$ cat src/rtl/mem_bus_sched_if.sv
// Bus-side bundle for mem_bus_sched: per-requester request/direction in, grant and bus
// controls out. The scheduler connects through the slave modport.
interface mem_bus_sched_if #(
  parameter int unsigned NUM_REQ = 4
);
  logic [NUM_REQ-1:0] i_req;
  logic [NUM_REQ-1:0] i_rw;
  logic [NUM_REQ-1:0] o_grant;
  logic               o_data_bus_enable;
  logic               o_data_bus_rw;
  logic               o_busy;
  logic               o_preempt;

  modport master (
    output i_req,
    output i_rw,
    input  o_grant,
    input  o_data_bus_enable,
    input  o_data_bus_rw,
    input  o_busy,
    input  o_preempt
  );

  modport slave (
    input  i_req,
    input  i_rw,
    output o_grant,
    output o_data_bus_enable,
    output o_data_bus_rw,
    output o_busy,
    output o_preempt
  );
endinterface

$ cat src/rtl/mem_bus_sched.sv
// Round-robin owner scheduler for the external memory data bus with a fixed turnaround gap.
// Optional hold-limit preemption is enabled by defining MBS_HOLD_LIMIT_EN.
module mem_bus_sched #(
  parameter int unsigned NUM_REQ    = 4,
  parameter int unsigned TURNAROUND = 3,
  parameter int unsigned MAX_GRANT  = 16
) (
  input  logic            clk_166M66,
  input  logic            mcu_sys_rst,
  mem_bus_sched_if.slave  io_bus
);
  localparam int unsigned PtrW = (NUM_REQ > 1) ? $clog2(NUM_REQ) : 1;

  if (NUM_REQ < 2 || NUM_REQ > 8 || TURNAROUND > 15 || MAX_GRANT < 2 || MAX_GRANT > 255)
  begin : g_bad_params
    $error("mem_bus_sched: parameter out of legal range");
  end

  typedef enum logic [1:0] {StIdle, StGrant, StTurn} state_e;

  state_e             r_state, w_state_nxt;
  logic [PtrW-1:0]    r_ptr, w_ptr_nxt;
  logic [PtrW-1:0]    r_owner, w_owner_nxt;
  logic [PtrW-1:0]    w_winner, w_idx;
  logic               w_any_req;
  logic [3:0]         r_turn_cnt, w_turn_cnt_nxt;
  logic               w_release, w_preempt, w_turn_done;
  logic [NUM_REQ-1:0] r_grant, w_grant_nxt;
  logic               r_enable, w_enable_nxt;
  logic               r_rw, w_rw_nxt;
  logic               r_busy, w_busy_nxt;
  logic               r_preempt, w_preempt_nxt;

  // First requester at or above the pointer, wrapping modulo NUM_REQ.
  always_comb begin
    w_winner  = r_ptr;
    w_any_req = 1'b0;
    w_idx     = r_ptr;
    for (int unsigned i = 0; i < NUM_REQ; i++) begin
      w_idx = PtrW'((32'(r_ptr) + i) % NUM_REQ);
      if (!w_any_req && io_bus.i_req[w_idx]) begin
        w_winner  = w_idx;
        w_any_req = 1'b1;
      end
    end
  end

  assign w_release   = (r_state == StGrant) && !io_bus.i_req[r_owner];
  assign w_turn_done = (32'(r_turn_cnt) + 32'd1) >= TURNAROUND;

`ifdef MBS_HOLD_LIMIT_EN
  logic [7:0] r_hold_cnt, w_hold_cnt_nxt;

  // Counter holds (grant cycles - 1); it saturates when nobody else is waiting.
  assign w_preempt = (r_state == StGrant) && !w_release &&
                     ((32'(r_hold_cnt) + 32'd1) >= MAX_GRANT) &&
                     (|(io_bus.i_req & ~r_grant));

  always_comb begin
    w_hold_cnt_nxt = r_hold_cnt;
    if (r_state != StGrant) begin
      w_hold_cnt_nxt = '0;
    end else if ((32'(r_hold_cnt) + 32'd1) < MAX_GRANT) begin
      w_hold_cnt_nxt = r_hold_cnt + 8'd1;
    end
  end

  always_ff @(posedge clk_166M66) begin
    if (mcu_sys_rst) r_hold_cnt <= '0;
    else             r_hold_cnt <= w_hold_cnt_nxt;
  end
`else
  assign w_preempt = 1'b0;
`endif

  always_ff @(posedge clk_166M66) begin
    if (mcu_sys_rst) begin
      r_state    <= StIdle;
      r_ptr      <= '0;
      r_owner    <= '0;
      r_turn_cnt <= '0;
      r_grant    <= '0;
      r_enable   <= 1'b0;
      r_rw       <= 1'b0;
      r_busy     <= 1'b0;
      r_preempt  <= 1'b0;
    end else begin
      r_state    <= w_state_nxt;
      r_ptr      <= w_ptr_nxt;
      r_owner    <= w_owner_nxt;
      r_turn_cnt <= w_turn_cnt_nxt;
      r_grant    <= w_grant_nxt;
      r_enable   <= w_enable_nxt;
      r_rw       <= w_rw_nxt;
      r_busy     <= w_busy_nxt;
      r_preempt  <= w_preempt_nxt;
    end
  end

  always_comb begin
    w_state_nxt = r_state;
    case (r_state)
      StIdle:  if (w_any_req) w_state_nxt = StGrant;
      StGrant: if (w_release || w_preempt) w_state_nxt = (TURNAROUND > 0) ? StTurn : StIdle;
      StTurn:  if (w_turn_done) w_state_nxt = StIdle;
      default: w_state_nxt = StIdle;
    endcase
  end

  always_comb begin
    w_grant_nxt    = r_grant;
    w_enable_nxt   = r_enable;
    w_rw_nxt       = r_rw;
    w_preempt_nxt  = 1'b0;
    w_ptr_nxt      = r_ptr;
    w_owner_nxt    = r_owner;
    w_turn_cnt_nxt = '0;
    case (r_state)
      StIdle: begin
        if (w_any_req) begin
          w_grant_nxt  = {{(NUM_REQ-1){1'b0}}, 1'b1} << w_winner;
          w_enable_nxt = 1'b1;
          w_rw_nxt     = io_bus.i_rw[w_winner];
          w_owner_nxt  = w_winner;
          w_ptr_nxt    = (w_winner == PtrW'(NUM_REQ - 1)) ? '0 : w_winner + 1'b1;
        end
      end
      StGrant: begin
        // Direction stays as latched at grant; only release or preemption ends ownership.
        if (w_release || w_preempt) begin
          w_grant_nxt   = '0;
          w_enable_nxt  = 1'b0;
          w_preempt_nxt = w_preempt;
        end
      end
      StTurn:  w_turn_cnt_nxt = r_turn_cnt + 4'd1;
      default: ;
    endcase
    w_busy_nxt = (w_state_nxt != StIdle);
  end

  assign io_bus.o_grant           = r_grant;
  assign io_bus.o_data_bus_enable = r_enable;
  assign io_bus.o_data_bus_rw     = r_rw;
  assign io_bus.o_busy            = r_busy;
  assign io_bus.o_preempt         = r_preempt;
endmodule

$ cat src/flat_wrapper.sv
// flat-port wrapper written by rule: the top's interface ports become plain ports
module mem_bus_sched_flat 
#(
  parameter int unsigned NUM_REQ    = 4,
  parameter int unsigned TURNAROUND = 3,
  parameter int unsigned MAX_GRANT  = 16
)
  (clk_166M66, mcu_sys_rst, io_bus_i_req, io_bus_i_rw, io_bus_o_grant, io_bus_o_data_bus_enable, io_bus_o_data_bus_rw, io_bus_o_busy, io_bus_o_preempt);
  mem_bus_sched_if #(.NUM_REQ(NUM_REQ)) io_bus_i ();
  input  logic clk_166M66;
  input  logic mcu_sys_rst;
  input wire logic [$bits(io_bus_i.i_req)-1:0] io_bus_i_req;
  input wire logic [$bits(io_bus_i.i_rw)-1:0] io_bus_i_rw;
  output wire logic [$bits(io_bus_i.o_grant)-1:0] io_bus_o_grant;
  output wire logic [$bits(io_bus_i.o_data_bus_enable)-1:0] io_bus_o_data_bus_enable;
  output wire logic [$bits(io_bus_i.o_data_bus_rw)-1:0] io_bus_o_data_bus_rw;
  output wire logic [$bits(io_bus_i.o_busy)-1:0] io_bus_o_busy;
  output wire logic [$bits(io_bus_i.o_preempt)-1:0] io_bus_o_preempt;
  assign io_bus_i.i_req = io_bus_i_req;
  assign io_bus_i.i_rw = io_bus_i_rw;
  assign io_bus_o_grant = io_bus_i.o_grant;
  assign io_bus_o_data_bus_enable = io_bus_i.o_data_bus_enable;
  assign io_bus_o_data_bus_rw = io_bus_i.o_data_bus_rw;
  assign io_bus_o_busy = io_bus_i.o_busy;
  assign io_bus_o_preempt = io_bus_i.o_preempt;
  mem_bus_sched #(.NUM_REQ(NUM_REQ), .TURNAROUND(TURNAROUND), .MAX_GRANT(MAX_GRANT)) u_core (.clk_166M66(clk_166M66), .mcu_sys_rst(mcu_sys_rst), .io_bus(io_bus_i));
endmodule
$ cat config.mk
export PLATFORM = sky130hd
export DESIGN_NAME = mem_bus_sched_flat
export DESIGN_NICKNAME = d
export VERILOG_FILES = /design/src/rtl/mem_bus_sched_if.sv /design/src/rtl/mem_bus_sched.sv /design/src/flat_wrapper.sv
export SDC_FILE = /design/constraint.sdc
export NUM_CORES = 1
export LEC_CHECK = 0
export ABC_AREA = 1
export BUFFER_PORTS_ARGS = -buffer_cell sky130_fd_sc_hd__buf_4
export CAP_MARGIN = 10
export CORE_ASPECT_RATIO = 1.25
export CORE_MARGIN = 4
export CORE_UTILIZATION = 36
export DETAILED_ROUTE_END_ITERATION = 8
export SETUP_SLACK_MARGIN = 0.2
export SYNTH_ARGS = -nofsm -noshare
export SYNTH_HDL_FRONTEND = slang
export SYNTH_SLANG_ARGS = --single-unit
$ cat constraint.sdc
create_clock -name clk_166M66 -period 4.65 [get_ports clk_166M66]
set_input_delay 0 -clock clk_166M66 [delete_from_list [all_inputs] [get_ports clk_166M66]]
set_output_delay 0 -clock clk_166M66 [all_outputs]
set_load 0.01 [all_outputs]
==> results of run 1 <==
through the flow:
step | hold slack [ns] | worst slack, ns | total power, mW | utilization [%] | area (µm²)
after global placement | 0.2448 | 2.502 | 0.7326 | 43.49 | 1211
after CTS | 0.1053 | 2.384 | 0.8294 | 44.79 | 1247
final | 0.1036 | 2.392 | 0.8164 | 44.79 | 1247
after detailed placement | 0.2497 | 2.401 | 0.7460 | 43.49 | 1211
after floorplan | 0.2848 | 2.785 | 0.6397 | - | 1079
after global routing | 0.2208 | 2.121 | 0.9261 | 44.79 | 1247
synth_stat cells (2+ instances only):
cell type,number,area [µm²]
nand2_1,54,202.7
dfxtp_1,17,340.3
nand3_1,17,85.08
inv_1,13,48.80
a21oi_1,11,55.05
nor2_1,8,30.03
nand2_2,7,43.79
ha_1,6,75.07
inv_2,3,11.26
o21ai_1,3,15.01
buf_4,2,15.01
nand2_4,2,22.52
nand4_1,2,12.51
o21ai_0,2,10.01
worst max-delay path by stage:
stage	to
floorplan	u_core.r_ptr[1]$_SDFFE_PP0P_
global placement	u_core.r_ptr[1]$_SDFFE_PP0P_
detailed placement	u_core.r_ptr[1]$_SDFFE_PP0P_
CTS	u_core.r_ptr[1]$_SDFFE_PP0P_
global route	u_core.r_ptr[0]$_SDFFE_PP0P_
finish	u_core.r_ptr[1]$_SDFFE_PP0P_
routing by layer:
layer	GRT usage, %	routed length (µm)	vias up
li1	-	-	543
met2	22.11	1150	19
met1	13.35	987	449
met5	0	0	-
met3	2.048	90	5
met4	4.381	28	0
registers in the layout (all words and copies together) (netlist names):
register                         cells
u_core.io_bus.o_data_bus_rw          1
u_core.io_bus.o_busy                 1
u_core.r_ptr                         2
u_core.r_state                       2
u_core.r_turn_cnt                    4
u_core.io_bus.o_data_bus_enable      1
u_core.r_owner                       2
u_core.io_bus.o_grant                4
area by class of cell:
| class | count | area (µm²) |
|---|---|---|
| multi-input cells | 122 | 644.4 |
| flip-flops and latches | 17 | 340.3 |
| fillers | 313 | 1538 |
| repair buffers | 17 | 130.1 |
| inverters | 17 | 63.81 |
| clock buffers | 4 | 26.28 |
| well taps | 34 | 42.54 |
report_power, final:
group | total (mW) | leakage (nW) | switching (mW) | internal (mW)
combinational | 0.507 | 0.465 | 0.324 | 0.183
sequential | 0.233 | 0.140 | 0.0407 | 0.192
clock | 0.0763 | 0.0150 | 0.0430 | 0.0333
cell usage in the layout (no fill, tap or decap), drive strengths merged:
master and instances:
xor2 1, xnor2 1, conb 1, buf 16, a31oi 1, clkbuf 4, dfxtp 17, a211oi 1
nand4 2, o211ai 1, ha 6, nand3b 1, nor2 10, nand2 63, inv 16, a21oi 11
dlygate4sd3 1, clkinv 1, o21ai 6, nand3 17
cell families (layout without fill, tap and decap cells):
logic type / Yosys count / after routing
AND/OR/NAND/NOR: 93 / 93
buffers and inverters: 21 / 38
AO/OA/AOI/OAI: 20 / 20
flip-flops: 17 / 17
adder cells (fa/ha/maj): 6 / 6
XOR/XNOR: 2 / 2
other: 1 / 1
critical path, delay by kind of cell (launching register included):
kind                     cells  cell delay [ns]
AO/OA/AOI/OAI                2             0.20
flip-flops                   1             0.58
buffers and inverters        2             0.24
adder cells (fa/ha/maj)      1             0.29
AND/OR/NAND/NOR              9             0.83
what timing repair did:
action | in CTS | in global routing
gates resized for setup | 0 | 0
setup endpoints to repair | 0 | 0
hold buffers | 1 | 0
hold endpoints to repair | 9 | 0
setup buffers | 0 | 0
==> results.py, run 1 <==
metrics = {
    "die": {
        "die-area_mm2": 0.003941,
        "die_h_um": 69.20,
        "core_mm2": 0.002785,
        "ios": 18,
        "start_util_pct": 38.72,
        "rows": 21,
        "fp.dieW_um": 56.96,
    },
    "setup_path": {
        "reg2reg_setup_slack_ns": 2.39,
        "worst-endpoint-required_ns": 4.83,
        "slowest_delay_ns": 0.58,
        "cp-end-kind": "flop",
        "slowest_stage": "dfxtp_1",
        "worstPathMaxFanout": 12,
        "r2r-end": "u_core.r_ptr[1]$_SDFFE_PP0P_",
        "cp-start-kind": "flop",
        "critical_path_class": "flop to flop",
        "r2r-start": "u_core.r_ptr[0]$_SDFFE_PP0P_",
        "crit_chain": "inv_2 > nand2_1 > nand2_1 > nand2_2 > nand2_4 > nor2_8 > nand3_1 > nand2_1 > nand2_1 > nand2_1 > inv_1 > ha_1 > o21ai_0 > a21oi_1",
        "cp_common_cell": "nand2_1",
        "cp-startpoint": "u_core.r_ptr[0]$_SDFFE_PP0P_",
        "r2r_cells": 14,
        "arrival_ns": 2.43,
    },
    "logic_synthesis": {
        "synth_compound_area_share_pct": 10.90,
        "synth_area_mm2": 0.001079,
        "synthSimpleGateAreaFrac_pct": 39.91,
        "avgSynthCellArea_um2": 6.741,
        "ys_async_sr_fraction_pct": 0,
        "synth_top_family_by_area": "simple AND/OR/NAND/NOR gates",
        "yosys.area_share.adder_pct": 6.961,
        "netlist_instances": 160,
        "synth_flop_cell": "dfxtp_1",
        "yosysUniqueCellTypes": 27,
        "syn-num-nets": 176,
        "yosysSeqAreaShare_pct": 31.55,
        "synth_edf_count": 0,
        "synthMuxAreaShare_pct": 0,
        "yosysWarnings": 0,
        "ys_seq_elements": 17,
        "synthXorXnorAreaFrac_pct": 1.624,
    },
    "clocking": {
        "numCtsBuffers": 3,
        "worstSkewPairLatency_ns": 0.28,
        "clkSlewWorstSetupHoldPaths_ns": 0.09,
        "clock-sinks": 17,
        "htreeDepth": 1,
        "root_buffer": "clkbuf_4",
        "cts_tree": "built",
        "ctsLongestPathBuffers": 2,
    },
    "sta": {
        "finalSetupTns_ns": 0,
        "finalSetupViolCount": 0,
        "rsz0062_at_grt": "no",
        "worst_clock_skew_ns": 0.001208,
        "min_period_over_period_pct": 48.55,
        "drv_slew": 0,
        "hold_violations": 0,
        "max_freq_ghz": 0.4429,
        "timing.final.crit_period_ns": 2.258,
    },
    "grt": {
        "gr-total-overflow": 0,
        "antenna_found_initial": 0,
        "grt_pass1_wl_um": 3988,
        "grt_pass1_vias": 977,
        "grt_max_degree": 13,
        "grt_util_all_layers_pct": 12.00,
    },
    "routing": {
        "drt_iter0_drc": 31,
        "num_vias": 1016,
        "ant_nets": 0,
        "avgRoutedWirePerCell_um": 10.70,
        "drtPass1Iterations": 4,
        "vias_per_cell": 4.815,
        "drt-total-wl_um": 2257,
        "route.detailed.drc": 0,
    },
    "place": {
        "numPortBuffers": 16,
        "place.gp.congestion": 0.7970,
        "place_inst": 206,
        "dpl.hpwl_um": 1815,
    },
    "min_path": {
        "hp-class": "input port to flop",
        "holdPathEnd": "u_core.io_bus.o_data_bus_rw$_SDFFE_PP0P_",
        "hold_depth": 7,
        "hp-start": "io_bus_i_rw[0]",
    },
    "layout": {
        "layout.nets": 194,
        "layout-drive-gt1-share_pct": 19.21,
        "num_antenna_cells": 0,
        "fin_cells": 211,
        "area_growth_pct": 15.66,
    },
    "job": {
        "drv_cap": 0,
    },
    "power_and_ir_drop": {
        "p_leak_nw": 0.6196,
        "power.density_mw_per_mm2": 654.5,
        "vdd_ir_drop_max_uv": 359.4,
    },
    "run_status": {
        "status": "finished clean",
    },
}
No activity file was read; power rests on OpenSTA's default activity.
==> run 2: changes to the inputs <==
--- a/config.mk
+++ b/config.mk
@@ -5,7 +5,7 @@
 export SDC_FILE = /design/constraint.sdc
 export NUM_CORES = 1
 export LEC_CHECK = 0
-export ABC_AREA = 1
+export ABC_AREA = 0
 export BUFFER_PORTS_ARGS = -buffer_cell sky130_fd_sc_hd__buf_4
 export CAP_MARGIN = 10
 export CORE_ASPECT_RATIO = 1.25
==> constraint.sdc (replaced) <==
create_clock -name clk_166M66 -period 2.3 [get_ports clk_166M66]
set_input_delay 0 -clock clk_166M66 [delete_from_list [all_inputs] [get_ports clk_166M66]]
set_output_delay 0 -clock clk_166M66 [all_outputs]
set_load 0.01 [all_outputs]
==> results.py, run 2 <==
metrics = {
    "clocking": {
        "ctsLongestPathBuffers": 2,
        "htreeDepth": 1,
        "clkSlewWorstSetupHoldPaths_ns": 0.10,
        "numCtsBuffers": 3,
        "root_buffer": "clkbuf_4",
        "cts_tree": "built",
        "worstSkewPairLatency_ns": 0.29,
        "clock-sinks": 17,
    },
    "layout": {
        "fillers": 231,
        "most-common-layout-cells": "buf_4 (17), dfxtp_1 (17), nor2_1 (13)",
        "layout.nets": 136,
        "multi_input_area_um2": 493.0,
        "register_area_um2": 340.3,
        "area_growth_pct": 23.36,
        "final_cell_area_mm2": 0.001084,
        "num_antenna_cells": 0,
        "layout-drive-gt1-share_pct": 22.69,
    },
    "grt": {
        "grt_util_all_layers_pct": 12.18,
        "grt_pass1_vias": 767,
        "gr-total-overflow": 0,
        "grt_pass1_wl_um": 3153,
        "antenna_found_initial": 0,
        "grt_max_degree": 16,
    },
    "logic_synthesis": {
        "syn-num-nets": 114,
        "netlist_instances": 98,
        "yosysUniqueCellTypes": 35,
        "ys_seq_elements": 17,
        "post-synth-top-count-cell": "dfxtp_1",
        "yosysTopAreaCellShare_pct": 38.75,
        "synth_flop_cell": "dfxtp_1",
        "synth_area_um2": 878.3,
        "yosysWarnings": 0,
        "yosysSeqAreaShare_pct": 38.75,
        "ys_async_sr_fraction_pct": 0,
        "synth_edf_count": 0,
        "synth_top_cell_by_area": "dfxtp_1",
        "synthTopCellsByArea": "dfxtp_1 (39%), ha_1 (8.5%), nor2_1 (5.6%), a22oi_1 (4.3%), mux2i_1 (3.4%)",
        "synth_commonest_cells": "dfxtp_1 (17), nor2_1 (13), nand2_1 (8), inv_1 (7), ha_1 (6)",
        "avgSynthCellArea_um2": 8.963,
    },
    "setup_path": {
        "slowest_delay_ns": 0.56,
        "cp-end-kind": "flop",
        "critical_path_class": "flop to flop",
        "crit_buf_inv": 2,
        "slowest_stage": "dlygate4sd3_1",
        "crit_chain": "inv_1 > o311ai_1 > nand3_2 > mux2i_1 > dlygate4sd3_1 > o221ai_1",
        "cp-start-kind": "flop",
        "critPathTopFamily": "buffers and inverters",
        "arrival_ns": 2.07,
        "worstPathMaxFanout": 6,
        "worst-endpoint-required_ns": 2.48,
    },
    "power_and_ir_drop": {
        "power_frac_clock_pct": 20.5,
        "p_leak_nw": 0.4797,
        "swShare_pct": 33.14,
        "intPower_uw": 529.9,
        "power.density_mw_per_mm2": 731.4,
        "p_seq_share_pct": 46.2,
        "vdd_ir_drop_max_uv": 405.9,
        "p_sw_uw": 262.6,
        "total_power_uw": 792.5,
        "p_comb_share_pct": 33.2,
    },
    "die": {
        "die_h_um": 63.23,
        "core_mm2": 0.002258,
        "fp.dieW_um": 52.18,
        "rows": 19,
        "ios": 18,
        "start_util_pct": 38.89,
        "die-area_mm2": 0.003299,
    },
    "place": {
        "dpl-instance-area_mm2": 0.001026,
        "dpl.hpwl_um": 1246,
        "numPortBuffers": 16,
        "place.gp.congestion": 0.7191,
    },
    "routing": {
        "route.detailed.drc": 0,
        "avgRoutedWirePerCell_um": 11.28,
        "drt_iter0_drc": 12,
        "num_vias": 741,
        "vias_per_cell": 4.940,
        "ant_nets": 0,
        "drt-total-wl_um": 1692,
        "drtPass1Iterations": 4,
    },
    "job": {
        "drv_cap": 0,
    },
    "run_status": {
        "status": "finished clean",
    },
    "sta": {
        "holdWs_ns": 0.04232,
        "min_period_over_period_pct": 82.28,
        "finalSetupViolCount": 0,
        "timing.final.crit_period_ns": 1.892,
        "max_freq_ghz": 0.5284,
        "drv_slew": 0,
        "rsz0062_at_grt": "no",
        "hold_violations": 0,
        "finalSetupTns_ns": 0,
        "worst_clock_skew_ns": 0.001437,
    },
    "min_path": {
        "hp-class": "input port to flop",
    },
}
## run 2: metal layers
layer,vias up,GRT usage (%),part of all wire [%]
met5,-,0,0
met4,0,6.709,2.6
met3,5,1.651,4.2
met2,15,20.44,45
met1,342,14.47,48
li1,379,-,-
## run 2: power by group through the flow
stage	clock [mW]	sequential, mW	combinational [mW]
after floorplan	0	0.377	0.170
after global placement	0	0.372	0.254
after detailed placement	0	0.373	0.257
after CTS	0.167	0.366	0.267
after global routing	0.175	0.373	0.300
final	0.163	0.366	0.263
## run 2: through the flow
step           worst slack [ns]  instances  utilization [%]
6_report                 0.4075        150            47.98
2_1_floorplan            0.7399         98                -
5_1_grt                  0.2544        150            47.98
3_5_place_dp             0.5513        143            45.43
4_1_cts                  0.2622        150            47.98
3_3_place_gp             0.6589        143            45.43
## run 2: timing repair
action / in CTS / in global routing
resized for setup: 0 / 1
endpoints found under the hold margin: 13 / 0
endpoints found under the setup margin: 0 / 1
hold buffers: 3 / 0
setup buffers: 0 / 0
## run 2: worst reg2reg max path: cells and delay by family (launching register included)
kind	cells	cell delay (ns)
AND/OR/NAND/NOR	1	0.21
multiplexers	1	0.18
buffers and inverters	2	0.61
AO/OA/AOI/OAI	2	0.41
flip-flops	1	0.38
## run 2: logic make-up after synthesis
kind of cell | count (synthesis) | share of synthesized area (%)
multiplexers | 4 | 5.983
AND/OR/NAND/NOR | 38 | 22.79
XOR/XNOR | 2 | 1.995
other | 1 | 0.4269
flip-flops | 17 | 38.75
buffers and inverters | 10 | 5.128
AO/OA/AOI/OAI | 20 | 16.38
adder cells (fa/ha/maj) | 6 | 8.547
## run 2: final timing paths
| path | cells past startpoint | from | slack, ns | to |
|---|---|---|---|---|
| max | 6 | u_core.r_ptr[0]$_SDFFE_PP0P_ | 0.41 | u_core.io_bus.o_data_bus_rw$_SDFFE_PP0P_ |
| min | 3 | io_bus_i_rw[1] | 0.04 | u_core.io_bus.o_data_bus_rw$_SDFFE_PP0P_ |
| max reg2reg | 6 | u_core.r_ptr[0]$_SDFFE_PP0P_ | 0.41 | u_core.io_bus.o_data_bus_rw$_SDFFE_PP0P_ |
| min reg2reg | 2 | u_core.r_owner[1]$_SDFFE_PP0P_ | 0.48 | u_core.r_owner[1]$_SDFFE_PP0P_ |
## run 2: area by class of cell
| type | count | area share, % |
|---|---|---|
| clock buffer | 3 | 2.079 |
| sequential | 17 | 31.41 |
| timing repair buffer | 20 | 14.55 |
| tap | 31 | 3.580 |
| clock inverter | 1 | 0.4619 |
| inverter | 7 | 2.425 |
| multi-input combinational | 71 | 45.50 |
==> run 3: changes to the inputs <==
--- a/config.mk
+++ b/config.mk
@@ -5,7 +5,7 @@
 export SDC_FILE = /design/constraint.sdc
 export NUM_CORES = 1
 export LEC_CHECK = 0
-export ABC_AREA = 0
+export ABC_AREA = 1
 export BUFFER_PORTS_ARGS = -buffer_cell sky130_fd_sc_hd__buf_4
 export CAP_MARGIN = 10
 export CORE_ASPECT_RATIO = 1.25
==> constraint.sdc (replaced) <==
create_clock -name clk_166M66 -period 1.6 [get_ports clk_166M66]
set_input_delay 0 -clock clk_166M66 [delete_from_list [all_inputs] [get_ports clk_166M66]]
set_output_delay 0 -clock clk_166M66 [all_outputs]
set_load 0.01 [all_outputs]
==> results.py, run 3 (synthesized netlist as in run 1, its figures left out) <==
metrics = {
    "sta": {
        "drv_slew": 0,
        "worst_clock_skew_ns": 0.008066,
        "min_period_over_period_pct": 112.2,
        "hold_violations": 0,
        "rsz0062_at_grt": "yes",
        "timing.final.crit_period_ns": 1.796,
        "finalSetupViolCount": 12,
        "max_freq_ghz": 0.5569,
        "timing.final.ws_setup_ns": -0.1955,
    },
    "die": {
        "core_mm2": 0.002785,
        "ios": 18,
        "die_h_um": 69.20,
        "fp.dieW_um": 56.96,
        "die-area_mm2": 0.003941,
        "start_util_pct": 38.72,
        "rows": 21,
    },
    "power_and_ir_drop": {
        "p_comb_share_pct": 74.3,
        "power.density_mw_per_mm2": 2147,
        "power_frac_clock_pct": 6.4,
        "total_power_mw": 3.553,
        "intPower_mw": 1.889,
        "p_sw_mw": 1.665,
        "swShare_pct": 46.85,
        "vdd_ir_drop_max_uv": 1247,
        "p_leak_nw": 0.8137,
        "p_seq_share_pct": 19.3,
    },
    "grt": {
        "antenna_found_initial": 0,
        "grt_max_degree": 12,
        "grt_pass1_wl_um": 4747,
        "grt_pass1_vias": 1144,
        "gr-total-overflow": 0,
        "grt_util_all_layers_pct": 14.40,
    },
    "layout": {
        "layout_commonest_cell": "nand2_1",
        "fin_cells": 236,
        "most-common-layout-cells": "nand2_1 (42), buf_4 (37), dfxtp_1 (15)",
        "layout.nets": 219,
        "area_growth_pct": 53.48,
        "num_antenna_cells": 0,
        "postLayoutCoreUtil_pct": 59.43,
        "layout-drive-gt1-share_pct": 46.04,
    },
    "run_status": {
        "failed_checks": "negative setup slack",
        "status": "complete, but fails checks",
    },
    "setup_path": {
        "arrival_ns": 1.99,
        "cp-end-kind": "flop",
        "worstPathMaxFanout": 6,
        "worst-endpoint-required_ns": 1.79,
        "critical_path_class": "flop to flop",
        "reg2reg_setup_slack_ns": -0.20,
        "cp-start-kind": "flop",
    },
    "routing": {
        "ant_nets": 0,
        "drtPass1Iterations": 3,
        "drt-total-wl_um": 2706,
        "avgRoutedWirePerCell_um": 11.47,
        "drt_iter0_drc": 27,
        "num_vias": 1123,
        "vias_per_cell": 4.758,
        "route.detailed.drc": 0,
    },
    "min_path": {
        "hp-class": "input port to flop",
    },
    "clocking": {
        "worstSkewPairLatency_ns": 0.29,
        "clkSlewWorstSetupHoldPaths_ns": 0.10,
        "clock-sinks": 17,
        "numCtsBuffers": 3,
        "htreeDepth": 1,
        "cts_tree": "built",
        "ctsLongestPathBuffers": 2,
        "root_buffer": "clkbuf_4",
    },
    "place": {
        "numPortBuffers": 16,
        "place_ws_ns": -0.2183,
        "dpl.hpwl_um": 1998,
        "place_inst": 223,
        "place.gp.congestion": 0.7661,
    },
    "job": {
        "drv_cap": 0,
    },
}
## run 3: worst max-delay path, stage by stage (launching register included)
cell and delay (ns):
dfxtp_4 0.41, buf_12 0.13, nand2_1 0.07, nand3_2 0.09, nand2_4 0.07, nor2_8 0.15, nand2_1 0.07, nand2_1 0.06
nand2_1 0.04, nand2_1 0.06, nand2_2 0.09, inv_2 0.09, ha_4 0.20, o21ai_2 0.10, a21oi_1 0.04
## run 3: routing by layer
metal / vias to the layer above / track usage, % / share of wire, %
met2: 16 / 26.43 / 53
met4: 0 / 5.155 / 2.0
met3: 6 / 1.676 / 2.4
li1: 596 / - / -
met1: 505 / 16.61 / 43
met5: - / 0 / 0
## run 3: repair_timing
item | 4_1_cts | 5_1_grt
pin swaps | 19 | 3
endpoints found under the hold margin | 9 | 0
resized for setup | 28 | 13
hold buffers | 1 | 0
setup buffers | 6 | 1
endpoints found under the setup margin | 12 | 12
gates cloned | 0 | 1
## run 3: final timing paths
kind,startpoint,to,cells after the start
setup reg to reg,u_core.r_ptr[0]$_SDFFE_PP0P_,u_core.r_ptr[1]$_SDFFE_PP0P_,14
hold reg to reg,u_core.io_bus.o_grant[1]$_SDFFE_PP0P_,u_core.io_bus.o_grant[1]$_SDFFE_PP0P_,2
hold / removal,io_bus_i_rw[0],u_core.io_bus.o_data_bus_rw$_SDFFE_PP0P_,7
setup / recovery,u_core.r_ptr[0]$_SDFFE_PP0P_,u_core.r_ptr[1]$_SDFFE_PP0P_,14
## run 3: metrics by stage
| stage | setup TNS, ns | area, µm² | hold WS [ns] |
|---|---|---|---|
| floorplan | -0.1536 | 1127 | 0.2848 |
| global placement | -1.039 | 1396 | 0.2424 |
| detailed placement | -1.279 | 1396 | 0.2529 |
| CTS | -1.200 | 1592 | 0.1110 |
| global route | -3.232 | 1655 | 0.1995 |
| finish | -1.804 | 1655 | 0.1366 |
## run 3: power by group through the flow
| stage | clock network, mW | logic [mW] | registers [mW] |
|---|---|---|---|
| CTS | 0.238 | 2.44 | 0.683 |
| global route | 0.258 | 2.93 | 0.705 |
| global placement | 0 | 2.02 | 0.679 |
| detailed placement | 0 | 2.07 | 0.683 |
| finish | 0.228 | 2.64 | 0.686 |
| floorplan | 0 | 1.31 | 0.699 |
## run 3: cell type report
class                      count  area [µm²]
timing repair buffer          41       330.3
clock buffer                   3       22.52
multi-input combinational    122       823.3
inverter                      17       76.32
sequential                    17       347.8
fill                         275        1130
clock inverter                 1       7.507
timing repair inverter         1       5.005
tap                           34       42.54
